==> src/rtl/pic_debug_ctrl.sv <==
// -----------------------------------------------------------------------------
// pic_debug_ctrl
//
// Run / halt / single-step controller for the PIC16C55 core. Core progress is
// gated by a registered clock-enable (coreEn) that the fetch/execute sequencer,
// PC, IR, W and register-file writes honour. Halts only ever land on an
// instruction boundary, marked by the control unit's instDone pulse. The block
// also owns two PC breakpoints and a retired-instruction counter.
//
// Handshake: a debug command transfers on a rising clk edge where cmdValid and
// cmdReady are both 1. cmdReady depends only on internal state (never on
// cmdValid), the requester holds cmdOp/cmdIdx/cmdArg stable while cmdValid is
// high, and at most one command is taken per cycle.
//
// Ports
//   clk        in   core clock (single domain)
//   rst_n      in   asynchronous active-low reset
//   instDone   in   last-cycle-of-instruction pulse (ignored while coreEn=0)
//   pcIn       in   address of the next instruction during instDone
//   cmdValid   in   command request
//   cmdOp      in   0 NOP, 1 RUN, 2 HALT, 3 STEP, 4 SET_BP, 5 CLR_BP,
//                   6 CLR_CNT, 7 reserved (acts as NOP)
//   cmdIdx     in   breakpoint index for SET_BP / CLR_BP
//   cmdArg     in   breakpoint address for SET_BP
//   cmdReady   out  command can be accepted this cycle
//   coreEn     out  registered core advance enable
//   halted     out  controller is HALTED
//   bpHit      out  sticky: last halt came from a breakpoint
//   bpIndex    out  which breakpoint caused that halt
//   instCount  out  retired-instruction count (wraps)
//   dbg_state  out  raw FSM state for debug / checkers
// -----------------------------------------------------------------------------
module pic_debug_ctrl #(
  parameter int PC_WIDTH     = 9,
  parameter int CNT_WIDTH    = 16,
  parameter bit RUN_ON_RESET = 1'b1
) (
  input  logic                 clk,
  input  logic                 rst_n,
  input  logic                 instDone,
  input  logic [PC_WIDTH-1:0]  pcIn,
  input  logic                 cmdValid,
  input  logic [2:0]           cmdOp,
  input  logic                 cmdIdx,
  input  logic [PC_WIDTH-1:0]  cmdArg,
  output logic                 cmdReady,
  output logic                 coreEn,
  output logic                 halted,
  output logic                 bpHit,
  output logic                 bpIndex,
  output logic [CNT_WIDTH-1:0] instCount,
  output logic [1:0]           dbg_state
);

  // ---------------------------------------------------------------------------
  // Command opcodes
  // ---------------------------------------------------------------------------
  localparam logic [2:0] OP_NOP     = 3'd0;
  localparam logic [2:0] OP_RUN     = 3'd1;
  localparam logic [2:0] OP_HALT    = 3'd2;
  localparam logic [2:0] OP_STEP    = 3'd3;
  localparam logic [2:0] OP_SET_BP  = 3'd4;
  localparam logic [2:0] OP_CLR_BP  = 3'd5;
  localparam logic [2:0] OP_CLR_CNT = 3'd6;

  // ---------------------------------------------------------------------------
  // State encoding
  // ---------------------------------------------------------------------------
  typedef enum logic [1:0] {
    ST_RUNNING  = 2'd0,
    ST_STOPPING = 2'd1,
    ST_STEPPING = 2'd2,
    ST_HALTED   = 2'd3
  } state_t;

  localparam state_t RESET_STATE = RUN_ON_RESET ? ST_RUNNING : ST_HALTED;

  state_t state;
  state_t state_next;

  // ---------------------------------------------------------------------------
  // Command decode. Only accepted commands produce strobes; everything below
  // works on these strobes so "accepted but not applicable" naturally does
  // nothing.
  // ---------------------------------------------------------------------------
  logic cmd_acc;
  logic op_run;
  logic op_halt;
  logic op_step;
  logic op_set_bp;
  logic op_clr_bp;
  logic op_clr_cnt;

  assign cmd_acc = cmdValid && cmdReady;

  always_comb begin
    op_run     = 1'b0;
    op_halt    = 1'b0;
    op_step    = 1'b0;
    op_set_bp  = 1'b0;
    op_clr_bp  = 1'b0;
    op_clr_cnt = 1'b0;
    if (cmd_acc) begin
      case (cmdOp)
        OP_RUN:     op_run     = 1'b1;
        OP_HALT:    op_halt    = 1'b1;
        OP_STEP:    op_step    = 1'b1;
        OP_SET_BP:  op_set_bp  = 1'b1;
        OP_CLR_BP:  op_clr_bp  = 1'b1;
        OP_CLR_CNT: op_clr_cnt = 1'b1;
        OP_NOP:     ;
        default:    ;
      endcase
    end
  end

  // ---------------------------------------------------------------------------
  // Instruction retirement. instDone is only meaningful while the core is
  // enabled, so it is qualified with the registered coreEn.
  // ---------------------------------------------------------------------------
  logic done_live;

  assign done_live = instDone && coreEn;

  // ---------------------------------------------------------------------------
  // Breakpoints. The compare reads the registers as they stand this cycle, so
  // a SET_BP/CLR_BP accepted in the same cycle as a match only affects later
  // instructions.
  // ---------------------------------------------------------------------------
  logic [1:0][PC_WIDTH-1:0] bp_addr;
  logic [1:0]               bp_en;
  logic [1:0]               bp_match;
  logic                     bp_fire;

  always_comb begin
    bp_match = '0;
    for (int i = 0; i < 2; i++) begin
      bp_match[i] = bp_en[i] && (bp_addr[i] == pcIn);
    end
  end

  // Breakpoints are only armed while free-running; STEPPING and STOPPING
  // already end at the next boundary.
  assign bp_fire = done_live && (state == ST_RUNNING) && (|bp_match);

  always_ff @(posedge clk or negedge rst_n) begin
    if (!rst_n) begin
      bp_addr <= '0;
      bp_en   <= '0;
    end else begin
      if (op_set_bp) begin
        bp_addr[cmdIdx] <= cmdArg;
        bp_en[cmdIdx]   <= 1'b1;
      end else if (op_clr_bp) begin
        bp_en[cmdIdx]   <= 1'b0;
      end
    end
  end

  // ---------------------------------------------------------------------------
  // Run-control FSM
  // ---------------------------------------------------------------------------
  always_ff @(posedge clk or negedge rst_n) begin
    if (!rst_n) begin
      state <= RESET_STATE;
    end else begin
      state <= state_next;
    end
  end

  always_comb begin
    state_next = state;
    case (state)
      ST_RUNNING: begin
        // A breakpoint wins over a HALT in the same cycle; the HALT is
        // consumed because the core is stopped either way.
        if (bp_fire) begin
          state_next = ST_HALTED;
        end else if (op_halt) begin
          state_next = ST_STOPPING;
        end
      end
      ST_STOPPING: begin
        if (done_live) begin
          state_next = ST_HALTED;
        end
      end
      ST_STEPPING: begin
        if (done_live) begin
          state_next = ST_HALTED;
        end
      end
      ST_HALTED: begin
        if (op_run) begin
          state_next = ST_RUNNING;
        end else if (op_step) begin
          state_next = ST_STEPPING;
        end
      end
      default: state_next = RESET_STATE;
    endcase
  end

  assign dbg_state = state;

  // ---------------------------------------------------------------------------
  // Registered status outputs, loaded from the next state so that a halt on
  // the instDone edge drops coreEn on that same edge and the core never begins
  // the following instruction.
  // ---------------------------------------------------------------------------
  always_ff @(posedge clk or negedge rst_n) begin
    if (!rst_n) begin
      coreEn   <= RUN_ON_RESET;
      halted   <= !RUN_ON_RESET;
      cmdReady <= 1'b1;
    end else begin
      coreEn   <= (state_next != ST_HALTED);
      halted   <= (state_next == ST_HALTED);
      cmdReady <= (state_next == ST_RUNNING) || (state_next == ST_HALTED);
    end
  end

  // ---------------------------------------------------------------------------
  // Breakpoint status. bpHit is cleared when the core is restarted from
  // HALTED; bpIndex keeps its last value until the next breakpoint halt.
  // ---------------------------------------------------------------------------
  always_ff @(posedge clk or negedge rst_n) begin
    if (!rst_n) begin
      bpHit   <= 1'b0;
      bpIndex <= 1'b0;
    end else if (bp_fire) begin
      bpHit   <= 1'b1;
      // Index 0 has priority when both match.
      bpIndex <= !bp_match[0];
    end else if ((state == ST_HALTED) && (op_run || op_step)) begin
      bpHit   <= 1'b0;
    end
  end

  // ---------------------------------------------------------------------------
  // Retired-instruction counter, free-wrapping. A clear beats a same-cycle
  // increment.
  // ---------------------------------------------------------------------------
  always_ff @(posedge clk or negedge rst_n) begin
    if (!rst_n) begin
      instCount <= '0;
    end else if (op_clr_cnt) begin
      instCount <= '0;
    end else if (done_live) begin
      instCount <= instCount + CNT_WIDTH'(1);
    end
  end

endmodule

==> config.mk <==
export PLATFORM = sky130hd
export DESIGN_NAME = pic_debug_ctrl
export DESIGN_NICKNAME = d
export VERILOG_FILES = /design/src/rtl/pic_debug_ctrl.sv
export SDC_FILE = /design/constraint.sdc
export NUM_CORES = 1
export LEC_CHECK = 0
export ABC_AREA = 1
export BUFFER_PORTS_ARGS = -buffer_cell sky130_fd_sc_hd__clkbuf_2
export CAP_MARGIN = 20
export CORE_MARGIN = 5
export CORE_UTILIZATION = 54
export DETAILED_ROUTE_END_ITERATION = 10
export PLACE_DENSITY_LB_ADDON = 0.1
export SLEW_MARGIN = 10
export SYNTH_ARGS = -nofsm -noshare
export SYNTH_HDL_FRONTEND = slang
export SYNTH_SLANG_ARGS = --single-unit
==> constraint.sdc <==
create_clock -name clk -period 1.95 [get_ports clk]
set_input_delay 0.195 -clock clk [delete_from_list [all_inputs] [get_ports clk]]
set_output_delay 0.195 -clock clk [all_outputs]
set_load 0.01 [all_outputs]
Word level (Yosys, flattened, before mapping)
Cells that the tools add are included.
{"block": "totals", "latchBits": 0, "n_memories": 0, "mem_bits_ro": 0, "word_cells": 76, "in_bits": 26, "register_bits": 43, "output_inout_bits": 23, "ramBits": 0}
{"block": "op_classes", "n_mux": 29, "reduce_logical": 18, "n_shift": 0, "n_eq_ne": 13, "add_sub_neg": 1, "magnitude_cmp": 2, "bitwise": 3, "div_mod_pow": 0, "mul": 0}
{"operator": "16-bit two-way mux", "count": 2}
{"operator": "18-bit bitwise mux", "count": 1}
{"operator": "9-bit equality test", "count": 2}
{"operator": "16-bit by 1-bit adder with 16-bit output, second input constant", "count": 1}
{"operator": "1-bit two-way mux", "count": 15}
{"operator": "2-bit two-way mux", "count": 7}
{"operator": "9-bit demux with 1-bit select", "count": 1}
{"operator": "3-bit equality test, second input constant", "count": 3}
{"operator": "9-bit two-way mux", "count": 1}
{"operator": "1-bit logical AND", "count": 8}
{"operator": "2-bit equality test, second input constant", "count": 3}
{"operator": "3-bit by 2-bit equality test with 1-bit output, second input constant", "count": 2}
{"operator": "2-bit one-hot mux with 3 select lines", "count": 1}
{"operator": "2-bit nonzero test", "count": 3}
{"operator": "2-bit logical NOT", "count": 2}
{"operator": "2-bit OR reduction", "count": 2}
{"operator": "3-bit by 1-bit equality test with 1-bit output, second input constant", "count": 1}
{"operator": "2-bit bitwise AND", "count": 1}
{"operator": "2-bit by 1-bit equality test with 1-bit output, second input constant", "count": 1}
{"operator": "1-bit logical OR", "count": 2}
{"operator": "1-bit by 2-bit < comparator with 1-bit output, second input constant", "count": 1}
{"operator": "2-bit inequality test, second input constant", "count": 1}
{"operator": "2-bit inverter", "count": 1}
{"operator": "2-bit OR", "count": 1}
{"operator": "3 further kinds", "count": 3}

Longest topological paths before layout
Gate-level depths: netlist of run 1.
{"block": "depth", "word_depth": 8, "mapped_depth": 12, "depth_no_buf": 12}

Worst setup path before layout of run 1
Ideal clock, no wire load.
{"block": "synth_timing", "path_kind": "register to register", "startpoint": "register coreEn", "endpoint": "register cmdReady", "setup_ns": 0.058, "t_required_ns": 1.892, "synth_period_minus_slack_ns": 1.635, "path_slack_ns": 0.315, "path_stages_with_launch": 11, "n_path_buf": 0, "arrival_ns": 1.576, "cell_sequence": "dfstp_2 -> nand2_1 -> inv_2 -> nand4_1 -> nor2_1 -> nand3_1 -> nand3_1 -> nand2_1 -> inv_1 -> ha_1 -> inv_1"}
{"block": "synth_between", "elab_chain_cells": 7, "word_cells_on_any_way": 9, "cone_classes": "eq/ne (1); mux (3); reduce/logical (5)"}
{"element": "from (decl)", "line_no": "47", "source": "output logic coreEn,"}
{"element": "from (signal assigned)", "line_no": "217", "source": "coreEn <= (state_next != ST_HALTED);"}
{"element": "1-bit logical AND (*)", "line_no": "123", "source": "assign done_live = instDone && coreEn;"}
{"element": "1-bit logical AND (2 in a row)", "line_no": "144", "source": "assign bp_fire = done_live && (state == ST_RUNNING) && (|bp_match);"}
{"element": "2-bit two-way mux", "line_no": "177", "source": "if (bp_fire) begin"}
{"element": "2-bit one-hot mux with 3 select lines (*)", "line_no": "173", "source": "case (state)"}
{"element": "via state_next[0]", "line_no": "79", "source": "state_t state_next;"}
{"element": "2-bit equality test / 2-bit logical NOT (equally long branches)", "line_no": "219", "source": "cmdReady <= (state_next == ST_RUNNING) || (state_next == ST_HALTED);"}
{"element": "1-bit logical OR (*)", "line_no": "219"}
{"element": "to (signal assigned)", "line_no": "219"}
{"element": "to (decl)", "line_no": "46", "source": "output logic cmdReady,"}
Mark *: on every way through the listed nets, which the timed path passes. The rest lies on a longest branch.
A chain may end at the register's enable or synchronous reset.

Final worst setup path of run 1
{"block": "layout_timing", "startpoint": "register cmdReady", "endpoint": "register cmdReady"}
{"block": "layout_between", "elab_chain_cells": 7, "word_cells_on_any_way": 12, "cone_classes": "eq/ne (1); mux (8); reduce/logical (3)"}
{"element": "1-bit logical AND (*)", "line_no": "94", "source": "assign cmd_acc = cmdValid && cmdReady;"}
{"element": "1-bit two-way mux", "line_no": "103", "source": "if (cmd_acc) begin"}
{"element": "2-bit two-way mux (on tied branches)", "line_no": "196, 179"}
{"element": "2-bit two-way mux (on tied branches)", "line_no": "194, 177"}
{"element": "2-bit one-hot mux with 3 select lines (*)", "line_no": "173"}
{"element": "2-bit equality test / 2-bit logical NOT (equally long branches)", "line_no": "219"}
{"element": "1-bit logical OR (*)", "line_no": "219"}
Mark *: on every way between the ends. The rest lies on a longest branch, timed or not.

==> results by group, run 1 <==
Drt
  • Post-DRT Antenna Nets: 0
  • Post-route DRC violation count: 0
  • Total wire length: 4800 um
  • DR WL/cell: 11.1 um
  • Routed vias/inst: 4.81
  • Via count: 2089
  • DR iter-0 viols: 68
  • DRT Pass-1 Iters: 4

Place
  • Placer Congestion: 0.870
  • DP Wirelength: 3650 um
  • DP Area: 2670 um^2
  • IO Port Bufs: 48

Clock network
  • Post CTS Setup Buffer Count: 0
  • Root Buffer: clkbuf_8
  • Cells resized by post-CTS repair: 0
  • CTS Buffer Depth: 2
  • H-tree Lvls: 2
  • Clk_lat worst skew: 0.30 ns
  • Reg clk slew, reported paths: 0.09 ns
  • Clk sinks: 43
  • Cts hold-fix bufs: 1
  • CTS Buf Count: 5
  • CTS tree: yes

Min path
  • Worst min path class: in2reg

Cells and area
  • Reg area: 1080 um^2
  • Antenna Cells: 0
  • Fraction of layout cells with a size suffix above 1: 18.3%
  • Fill cells: 405
  • NumNets Final: 413
  • Final instance area: 2760 um^2
  • Most frequent cells in the layout: nand2_1, inv_1, clkbuf_2
  • Area Growth Syn to Fin: 16.7%
  • Area of the multi-input gates: 997 um^2
  • Commonest non-fill, non-tap cell in the layout: nand2_1

Worst setup path
  • Worst path most repeated cell: nand2_1
  • Delay-heaviest family, CP: simple AND/OR/NAND/NOR gates
  • Cell Chain, Critical Path: nand2_1 > nor2_1 > nand2_1 > nand2_1 > o21ai_0 > nand2_1 > nand3_1 > nand2_1 > inv_1 > ha_1 > inv_1
  • Critical path data arrival time: 1.96 ns
  • Slowest library cell on the worst path: dfstp_2
  • Slowest stage delay, CP: 0.54 ns
  • CP Launch Type: flop
  • Worst setup EP type: flop
  • Worst Path Required: 2.19 ns
  • Critical path class: reg2reg
  • Crit path max fanout: 5
  • WP buf/inv: 2

Run status
  • Status: completed

STA
  • Hold Fails Final Rpt: 0
  • Final worst path period share: 88.0%
  • Rel. slew slack: 63.8%
  • Final setup fails: 0
  • TNS Setup: 0 ns
  • RSZ-0062 raised after global routing: false
  • Slew of the pin with the lowest slew margin: 0.543 ns
  • Achievable frequency: 582 MHz
  • Max Slew Vio Count: 0
  • Worst clock skew: 0.0122 ns
  • Tmin final: 1.72 ns

Floorplanning
  • Chip Height: 76.2 um
  • Ports: 49
  • FP Rows: 24
  • Starting Density: 55.0%
  • Core Footprint: 4290 um^2
  • Die Wd: 76.2 um
  • Die ar.: 5800 um^2

Global route
  • First-pass GRT wire length: 8340 um
  • GRT Residual Overflow: 0
  • GRT Overall Usage: 17.2%
  • Vias in the first global route: 1938
  • Initial antenna violation count: 0
  • Largest net degree at the start of global routing: 44

Yosys
  • Number of synthesized flops with an enable pin: 0
  • Most used flip-flop cell after synthesis: dfrtp_1
  • Syn nets: 356
  • Register area share after synthesis: 45.6%
  • FF+latch count, synth: 43
  • Post-synthesis cell area: 2360 um^2
  • Synth cell types: 26
  • Syn Area/Cell: 7.29 um^2
  • Post-Syn Instances: 324
  • Synthesis Warnings: 0
  • Async S/R FF share, synth: 100%

Job
  • Max Cap Viol: 0

Pwr
  • Worst vdd ir: 0.723 mV
  • P per Cell Area: 1230 nW/um^2
  • P_leak: 1.58 nW
## through the flow
stage | setup slack (ns) | power (mW) | utilization, % | instances | hold slack, ns
6_report | 0.233 | 3.38 | 64.2 | 434 | 0.126
4_1_cts | 0.228 | 3.42 | 64.2 | 434 | 0.127
3_3_place_gp | 0.299 | 2.83 | 62.2 | 425 | 0.306
3_5_place_dp | 0.245 | 2.87 | 62.2 | 425 | 0.309
5_1_grt | 0.0623 | 3.69 | 64.2 | 434 | 0.141
2_1_floorplan | 0.315 | 2.43 | - | 324 | -0.101
## layout make-up
cell class | instances | share of cell area (%)
multi-input combinational | 209 | 36.1
sequential | 43 | 39.1
clock buffer | 8 | 2.90
inverter | 70 | 9.61
tap | 52 | 2.36
timing repair buffer | 52 | 9.89
## worst register-to-register path, cell delays in order, from the launching register on
cell     delay (ns)
dfstp_2        0.54
nand2_1        0.15
nor2_1         0.16
nand2_1        0.11
nand2_1        0.07
o21ai_0        0.07
nand2_1        0.06
nand3_1        0.06
nand2_1        0.09
inv_1          0.06
ha_1           0.26
inv_1          0.05
## sequential cells by signal, summed over array words and instances, names as in the netlist, named ones only
name	flops
coreEn	1
halted	1
bpIndex	1
instCount	16
dbg_state	2
bpHit	1
bp_addr	18
cmdReady	1
## where the power goes
part	internal [mW]	leakage [nW]	switching, mW	total [mW]
logic	0.542	0.991	0.763	1.31
clock network	0.255	0.0395	0.296	0.550
registers	1.25	0.546	0.275	1.53
## layer usage
| layer | wire, um | up-vias | GRT usage, % |
|---|---|---|---|
| li1 | - | 1104 | - |
| met1 | 2350 | 937 | 23.1 |
| met2 | 2110 | 43 | 27.4 |
| met3 | 294 | 5 | 5.20 |
| met4 | 46 | 0 | 3.67 |
| met5 | 0 | - | 0 |
## cells by family (layout without fill, tap and decap cells)
logic type	Yosys count	after routing	synth area share, %
and+or+nand+nor	159	159	28.9
AOI/OAI and AO/OA	40	40	8.68
xor gates and xnor gates	4	4	1.48
DFF	43	43	45.6
buffers and inverters	72	130	12.2
adders and majority gates	6	6	3.18
## cell usage after synthesis, types with 3 or more instances
cell / number / share of area, %
nand3_1: 15 / 3.2
nand2_1: 99 / 16
nand4_1: 5 / 1.3
nand2_2: 3 / 0.79
nor2_1: 25 / 4.0
inv_2: 4 / 0.64
inv_1: 64 / 10
a21oi_1: 10 / 2.1
o21ai_1: 23 / 4.9
ha_1: 6 / 3.2
nor3_1: 5 / 1.1
dfrtp_1: 41 / 43
o21ai_0: 5 / 1.1
## final timing paths
path                            slack (ns)  cells past startpoint   startpoint          end
worst max-delay path                  0.23                     11     cmdReady     cmdReady
worst min-delay path                  0.13                      3    cmdArg[7]  bp_addr[16]
worst max register to register        0.23                     11     cmdReady     cmdReady
worst min register to register        0.52                      2  bp_addr[14]  bp_addr[14]
max in group asynchronous             1.06                      3        rst_n     cmdReady
min in group asynchronous             0.49                      3        rst_n   bp_addr[2]
Note: power is estimated with default switching activity, not from simulation.
==> run 2, diff against run 1 <==
Settings changed: PLACE_DENSITY from default to 0.78, PLACE_DENSITY_LB_ADDON 0.1 to default, SKIP_LAST_GASP from default to 1.
==> results by group, run 2 (synthesized netlist as in run 1, its figures left out) <==
Run status
  • Status: completed

STA
  • RSZ-0062 raised after global routing: false
  • Tmin final: 1.73 ns (+0.0132 ns)
  • Achievable frequency: 578 MHz (-0.76%)
  • TNS Setup: 0 ns (unchanged)
  • Hold Fails Final Rpt: 0 (unchanged)
  • Max Slew Vio Count: 0 (unchanged)
  • Worst clock skew: 0.0111 ns (-0.00107 ns)
  • Final worst path period share: 88.7% (+0.68 points)
  • Rel. slew slack: 64.1% (+0.31 points)
  • Slew of the pin with the lowest slew margin: 0.539 ns (-0.00460 ns)
  • Final setup fails: 0 (unchanged)

Global route
  • Initial antenna violation count: 0 (unchanged)
  • Vias in the first global route: 2027 (+4.6%)
  • First-pass GRT wire length: 8920 um (+6.9%)
  • GRT Overall Usage: 18.1% (+0.93 points)
  • Largest net degree at the start of global routing: 44 (unchanged)
  • GRT Residual Overflow: 0 (unchanged)

Worst setup path
  • Slowest library cell on the worst path: dfstp_2
  • Worst R2R Setup Slack: 0.22 ns (about the same)
  • Critical Path Start: cmdReady
  • Worst path most repeated cell: nand2_1
  • Critical path depth: 11 (unchanged)
  • Worst setup EP type: flop
  • Critical Path End: cmdReady
  • Critical path class: reg2reg
  • Critical path data arrival time: 1.96 ns (about the same)
  • FF-to-FF Start: cmdReady
  • Worst Path Required: 2.18 ns (about the same)
  • R2R Path End: cmdReady
  • Cell Chain, Critical Path: nand2_1 > nor2_1 > nand2_1 > nand2_1 > o21ai_0 > nand2_1 > nand3_1 > nand2_1 > inv_1 > ha_1 > inv_1
  • Crit path max fanout: 5 (unchanged)
  • Slowest stage delay, CP: 0.54 ns (about the same)
  • CP Launch Type: flop
  • WP buf/inv: 2 (unchanged)
  • Cell depth of the worst flop-to-flop path: 11 (unchanged)
  • Delay-heaviest family, CP: simple AND/OR/NAND/NOR gates

Clock network
  • Clk sinks: 43 (unchanged)
  • CTS Buffer Depth: 2 (unchanged)
  • Cells resized by post-CTS repair: 0 (unchanged)
  • CTS Buf Count: 5 (unchanged)
  • CTS tree: yes
  • Reg clk slew, reported paths: 0.08 ns (about the same)
  • Post CTS Setup Buffer Count: 0 (unchanged)
  • Root Buffer: clkbuf_8
  • H-tree Lvls: 2 (unchanged)
  • Clk_lat worst skew: 0.29 ns (about the same)
  • Cts hold-fix bufs: 1 (unchanged)

Pwr
  • Net switching power: 1.35 mW (+0.85%)
  • Sw frac: 39.7% (+0.24 points)
  • Clock share of power: 16.0% (-0.3 points)
  • Cell internal pwr: 2.04 mW (-0.17%)
  • Combinational power share: 38.7% (about the same)
  • P per Cell Area: 1230 nW/um^2 (+0.18%)
  • Worst vdd ir: 0.938 mV (+30%)
  • Sequential share of power: 45.3% (+0.2 points)
  • P_leak: 1.58 nW (+0.17%)

Drt
  • Post-route DRC violation count: 0 (unchanged)
  • DR WL/cell: 11.5 um (+4.0%)
  • Total wire length: 4990 um (+4.0%)
  • Via count: 2113 (+1.1%)
  • DR iter-0 viols: 130 (+91%)
  • Routed vias/inst: 4.87 (+1.1%)
  • DRT Pass-1 Iters: 4 (unchanged)
  • Post-DRT Antenna Nets: 0 (unchanged)

Cells and area
  • Commonest non-fill, non-tap cell in the layout: nand2_1
  • Most frequent cells in the layout: nand2_1, inv_1, clkbuf_2
  • Fill cells: 397 (-2.0%)
  • Non-filler instance count after layout: 434 (unchanged)
  • NumNets Final: 413 (unchanged)
  • Fraction of layout cells with a size suffix above 1: 18.6% (+0.26 points)
  • Biggest register: bp_addr
  • Antenna Cells: 0 (unchanged)
  • Largest register FFs: 18 (unchanged)
  • Area Growth Syn to Fin: 16.8% (about the same)

Place
  • DP Wirelength: 3720 um (+1.9%)
  • IO Port Bufs: 48 (unchanged)
  • Placer Congestion: 0.822 (-5.4%)
  • Placed insts: 425 (unchanged)

Job
  • Max Cap Viol: 0 (unchanged)

Floorplanning
  • Ports: 49 (unchanged)
  • Die Wd: 76.2 um (unchanged)
  • FP Rows: 24 (unchanged)
  • Chip Height: 76.2 um (unchanged)
  • Die ar.: 5800 um^2 (unchanged)
  • Core Footprint: 4290 um^2 (unchanged)
  • Starting Density: 55.0% (unchanged)

Min path
  • Worst min path class: in2reg
  • Worst hold start: cmdArg[7]
[run 2: how the worst min path moves through the flow]
stage	end	slack (ns)	cells past startpoint
after detailed placement	instCount[15]	0.31	2
after CTS	bp_addr[16]	0.13	3
after floorplan	asynchronous set/reset pin	-0.10	0
after global placement	instCount[15]	0.30	2
after global routing	bp_addr[2]	0.14	3
final	bp_addr[16]	0.13	3
[run 2: layout make-up]
class / instances / area [um^2] / share of cell area [%]
clock buffers: 7 / 76.3 / 2.77
repair buffers: 52 / 273 / 9.88
inverters: 70 / 265 / 9.61
multi-input cells: 209 / 997 / 36.1
flip-flops and latches: 43 / 1080 / 39.1
well taps: 52 / 65.1 / 2.36
clock inverters: 1 / 5.00 / 0.181
[run 2: worst min-delay path: cells and delay by family]
| family | cells | cell delay, ns |
|---|---|---|
| AO/OA/AOI/OAI | 1 | 0.06 |
| buffers and inverters | 2 | 0.14 |
[run 2: power groups by stage]
stage          clock network (mW)  registers, mW  logic [mW]
6_report                    0.544           1.54        1.31
5_1_grt                     0.600           1.58        1.55
4_1_cts                     0.559           1.53        1.33
3_5_place_dp                    0           1.55        1.32
3_3_place_gp                    0           1.53        1.29
2_1_floorplan                   0           1.56       0.861
[run 2: layer usage]
| metal | vias to the layer above | global-route usage, % | part of all wire (%) |
|---|---|---|---|
| met3 | 7 | 3.19 | 4.7 |
| li1 | 1107 | - | - |
| met2 | 46 | 29.5 | 47 |
| met4 | 0 | 5.24 | 1.1 |
| met1 | 953 | 24.6 | 47 |
| met5 | - | 0 | 0 |
[run 2: stage by stage]
stage / setup WS, ns / utilization [%] / power [mW] / cell area, um^2 / hold slack, ns
floorplan: 0.315 / - / 2.43 / 2360 / -0.101
global placement: 0.293 / 62.2 / 2.81 / 2670 / 0.303
detailed placement: 0.234 / 62.2 / 2.87 / 2670 / 0.306
CTS: 0.211 / 64.3 / 3.42 / 2760 / 0.130
global route: 0.0684 / 64.3 / 3.73 / 2760 / 0.143
finish: 0.220 / 64.3 / 3.39 / 2760 / 0.130
==> run 3, diff against run 2 <==
Settings changed: GPL_TIMING_DRIVEN from default to 0.
==> results by group, run 3 (synthesized netlist as in run 1, its figures left out) <==
Run status
  • Status: completed

Cells and area
  • Fraction of layout cells with a size suffix above 1: 19.8% (+1.2 points)
  • Area Growth Syn to Fin: 19.9%
  • NumNets Final: 415 (+0.48%)
  • Commonest non-fill, non-tap cell in the layout: nand2_1
  • Antenna Cells: 0 (unchanged)
  • Biggest register: bp_addr
  • Most frequent cells in the layout: nand2_1, inv_1, clkbuf_2
  • Final core occ: 66.0% (+1.7 points)
  • Largest register FFs: 18 (unchanged)

Clock network
  • Reg clk slew, reported paths: 0.08 ns (about the same)
  • H-tree Lvls: 2 (unchanged)
  • Clk sinks: 43 (unchanged)
  • Root Buffer: clkbuf_8
  • CTS Buf Count: 5 (unchanged)
  • CTS Buffer Depth: 2 (unchanged)
  • CTS tree: yes
  • Clk_lat worst skew: 0.30 ns (about the same)

Drt
  • Routed vias/inst: 4.90 (+0.72%)
  • DR WL/cell: 12.1 um (+5.6%)
  • Post-DRT Antenna Nets: 0 (unchanged)
  • Total wire length: 5290 um (+6.1%)
  • DR iter-0 viols: 91 (-30%)
  • DRT Pass-1 Iters: 4 (unchanged)
  • Via count: 2138 (+1.2%)
  • Post-route DRC violation count: 0 (unchanged)

STA
  • Worst clock skew: 0.00699 ns (-0.00415 ns)
  • Achievable frequency: 565 MHz (-2.2%)
  • Slew of the pin with the lowest slew margin: 0.548 ns (+0.00956 ns)
  • Final worst path period share: 90.8% (+2.0 points)
  • Rel. slew slack: 63.2% (-0.91 points)
  • RSZ-0062 raised after global routing: false
  • Max Slew Vio Count: 0 (unchanged)
  • Hold Fails Final Rpt: 0 (unchanged)
  • Final setup fails: 0 (unchanged)
  • Tmin final: 1.77 ns (+0.0397 ns)
  • TNS Setup: 0 ns (unchanged)

Global route
  • GRT Overall Usage: 19.5% (+1.4 points)
  • Initial antenna violation count: 0 (unchanged)
  • Vias in the first global route: 2104 (+3.8%)
  • First-pass GRT wire length: 9290 um (+4.1%)
  • GRT Residual Overflow: 0 (unchanged)
  • Largest net degree at the start of global routing: 44 (unchanged)

Worst setup path
  • Worst R2R Setup Slack: 0.18 ns (-0.04 ns)
  • Critical path class: reg2reg
  • Crit path max fanout: 5 (unchanged)
  • Worst Path Required: 2.20 ns (+0.02 ns)
  • Critical path data arrival time: 2.02 ns (+0.06 ns)
  • CP Launch Type: flop
  • Slowest stage delay, CP: 0.54 ns (about the same)
  • Worst path most repeated cell: nand2_1
  • Delay-heaviest family, CP: simple AND/OR/NAND/NOR gates
  • WP buf/inv: 2 (unchanged)
  • Cell Chain, Critical Path: nand2_1 > nor2_1 > nand2_1 > nand2_1 > o21ai_0 > nand2_1 > nand3_1 > nand2_1 > inv_1 > ha_1 > inv_1
  • Worst setup EP type: flop
  • Slowest library cell on the worst path: dfstp_2

Floorplanning
  • Core Footprint: 4290 um^2 (unchanged)
  • Chip Height: 76.2 um (unchanged)
  • Ports: 49 (unchanged)
  • FP Rows: 24 (unchanged)
  • Die ar.: 5800 um^2 (unchanged)
  • Starting Density: 55.0% (unchanged)
  • Die Wd: 76.2 um (unchanged)

Pwr
  • P per Cell Area: 1270 nW/um^2 (+3.5%)
  • Total power: 3.60 mW (+6.2%)
  • P_leak: 1.61 nW (+2.2%)
  • Worst vdd ir: 0.684 mV (-27%)

Job
  • Max Cap Viol: 0 (unchanged)

Place
  • Placer Congestion: 0.807 (-1.9%)
  • IO Port Bufs: 48 (unchanged)
  • DP Wirelength: 3890 um (+4.6%)

Min path
  • Worst min path class: in2reg
-- run 3: cell types whose count changed in the layout (fill, tap and decap cells not counted), sizes merged --
cell    previous run  this run
buf                3         6
clkbuf            55        53
bufinv             0         1
-- run 3: final cells by class --
class | instances | area (um^2)
plain buffers | 2 | 22.5
clock buffers | 6 | 82.6
clock inverters | 2 | 35.0
fillers | 398 | 1460
inverters | 70 | 265
multi-input cells | 209 | 1000
flip-flops and latches | 43 | 1080
well taps | 52 | 65.1
repair buffers | 52 | 285
-- run 3: where the power goes --
part           leakage [nW]  internal, mW  switching [mW]
Sequential            0.546          1.25           0.273
Clock                0.0612         0.414           0.309
Combinational          1.01         0.558           0.796
Total                  1.61          2.22            1.38
-- run 3: final timing paths --
check / cells after the start / endpoint / startpoint
max: 11 / cmdReady / cmdReady
min: 3 / bp_addr[16] / cmdArg[7]
max reg2reg: 11 / cmdReady / cmdReady
min reg2reg: 2 / bp_addr[9] / bp_addr[9]
max in group asynchronous: 3 / bp_addr[8] / rst_n
min in group asynchronous: 2 / instCount[14] / rst_n
-- run 3: what timing repair did --
item,CTS,global route
endpoints found under the setup margin,0,3
gates resized for setup,0,1
endpoints found under the hold margin,0,14
hold buffers,0,1
setup buffers,0,2
-- run 3: layer usage --
layer  global-route usage, %  wire (um)  vias up
li1                        -          -     1114
met1                    24.6       2350      973
met2                    31.9       2570       45
met3                    5.44        290        6
met4                    6.82         74        0
met5                       0          0        -
-- run 3: per-stage QoR --
step | std cells | setup WS, ns | area, um^2 | hold slack (ns)
after CTS | 432 | 0.0422 | 2790 | 0.113
final | 436 | 0.180 | 2830 | 0.125
after floorplan | 324 | 0.315 | 2360 | -0.101
after global routing | 436 | 0.0128 | 2830 | 0.117
after global placement | 424 | 0.112 | 2670 | 0.435
after detailed placement | 424 | 0.0619 | 2670 | 0.442
-- run 3: worst register-to-register path, stage by stage (launching register included) --
cell and delay [ns]:
dfstp_2 0.54, nand2_1 0.15, nor2_1 0.17, nand2_1 0.12
nand2_1 0.07, o21ai_0 0.07, nand2_1 0.06, nand3_1 0.06
nand2_1 0.10, inv_1 0.06, ha_1 0.26, inv_1 0.06
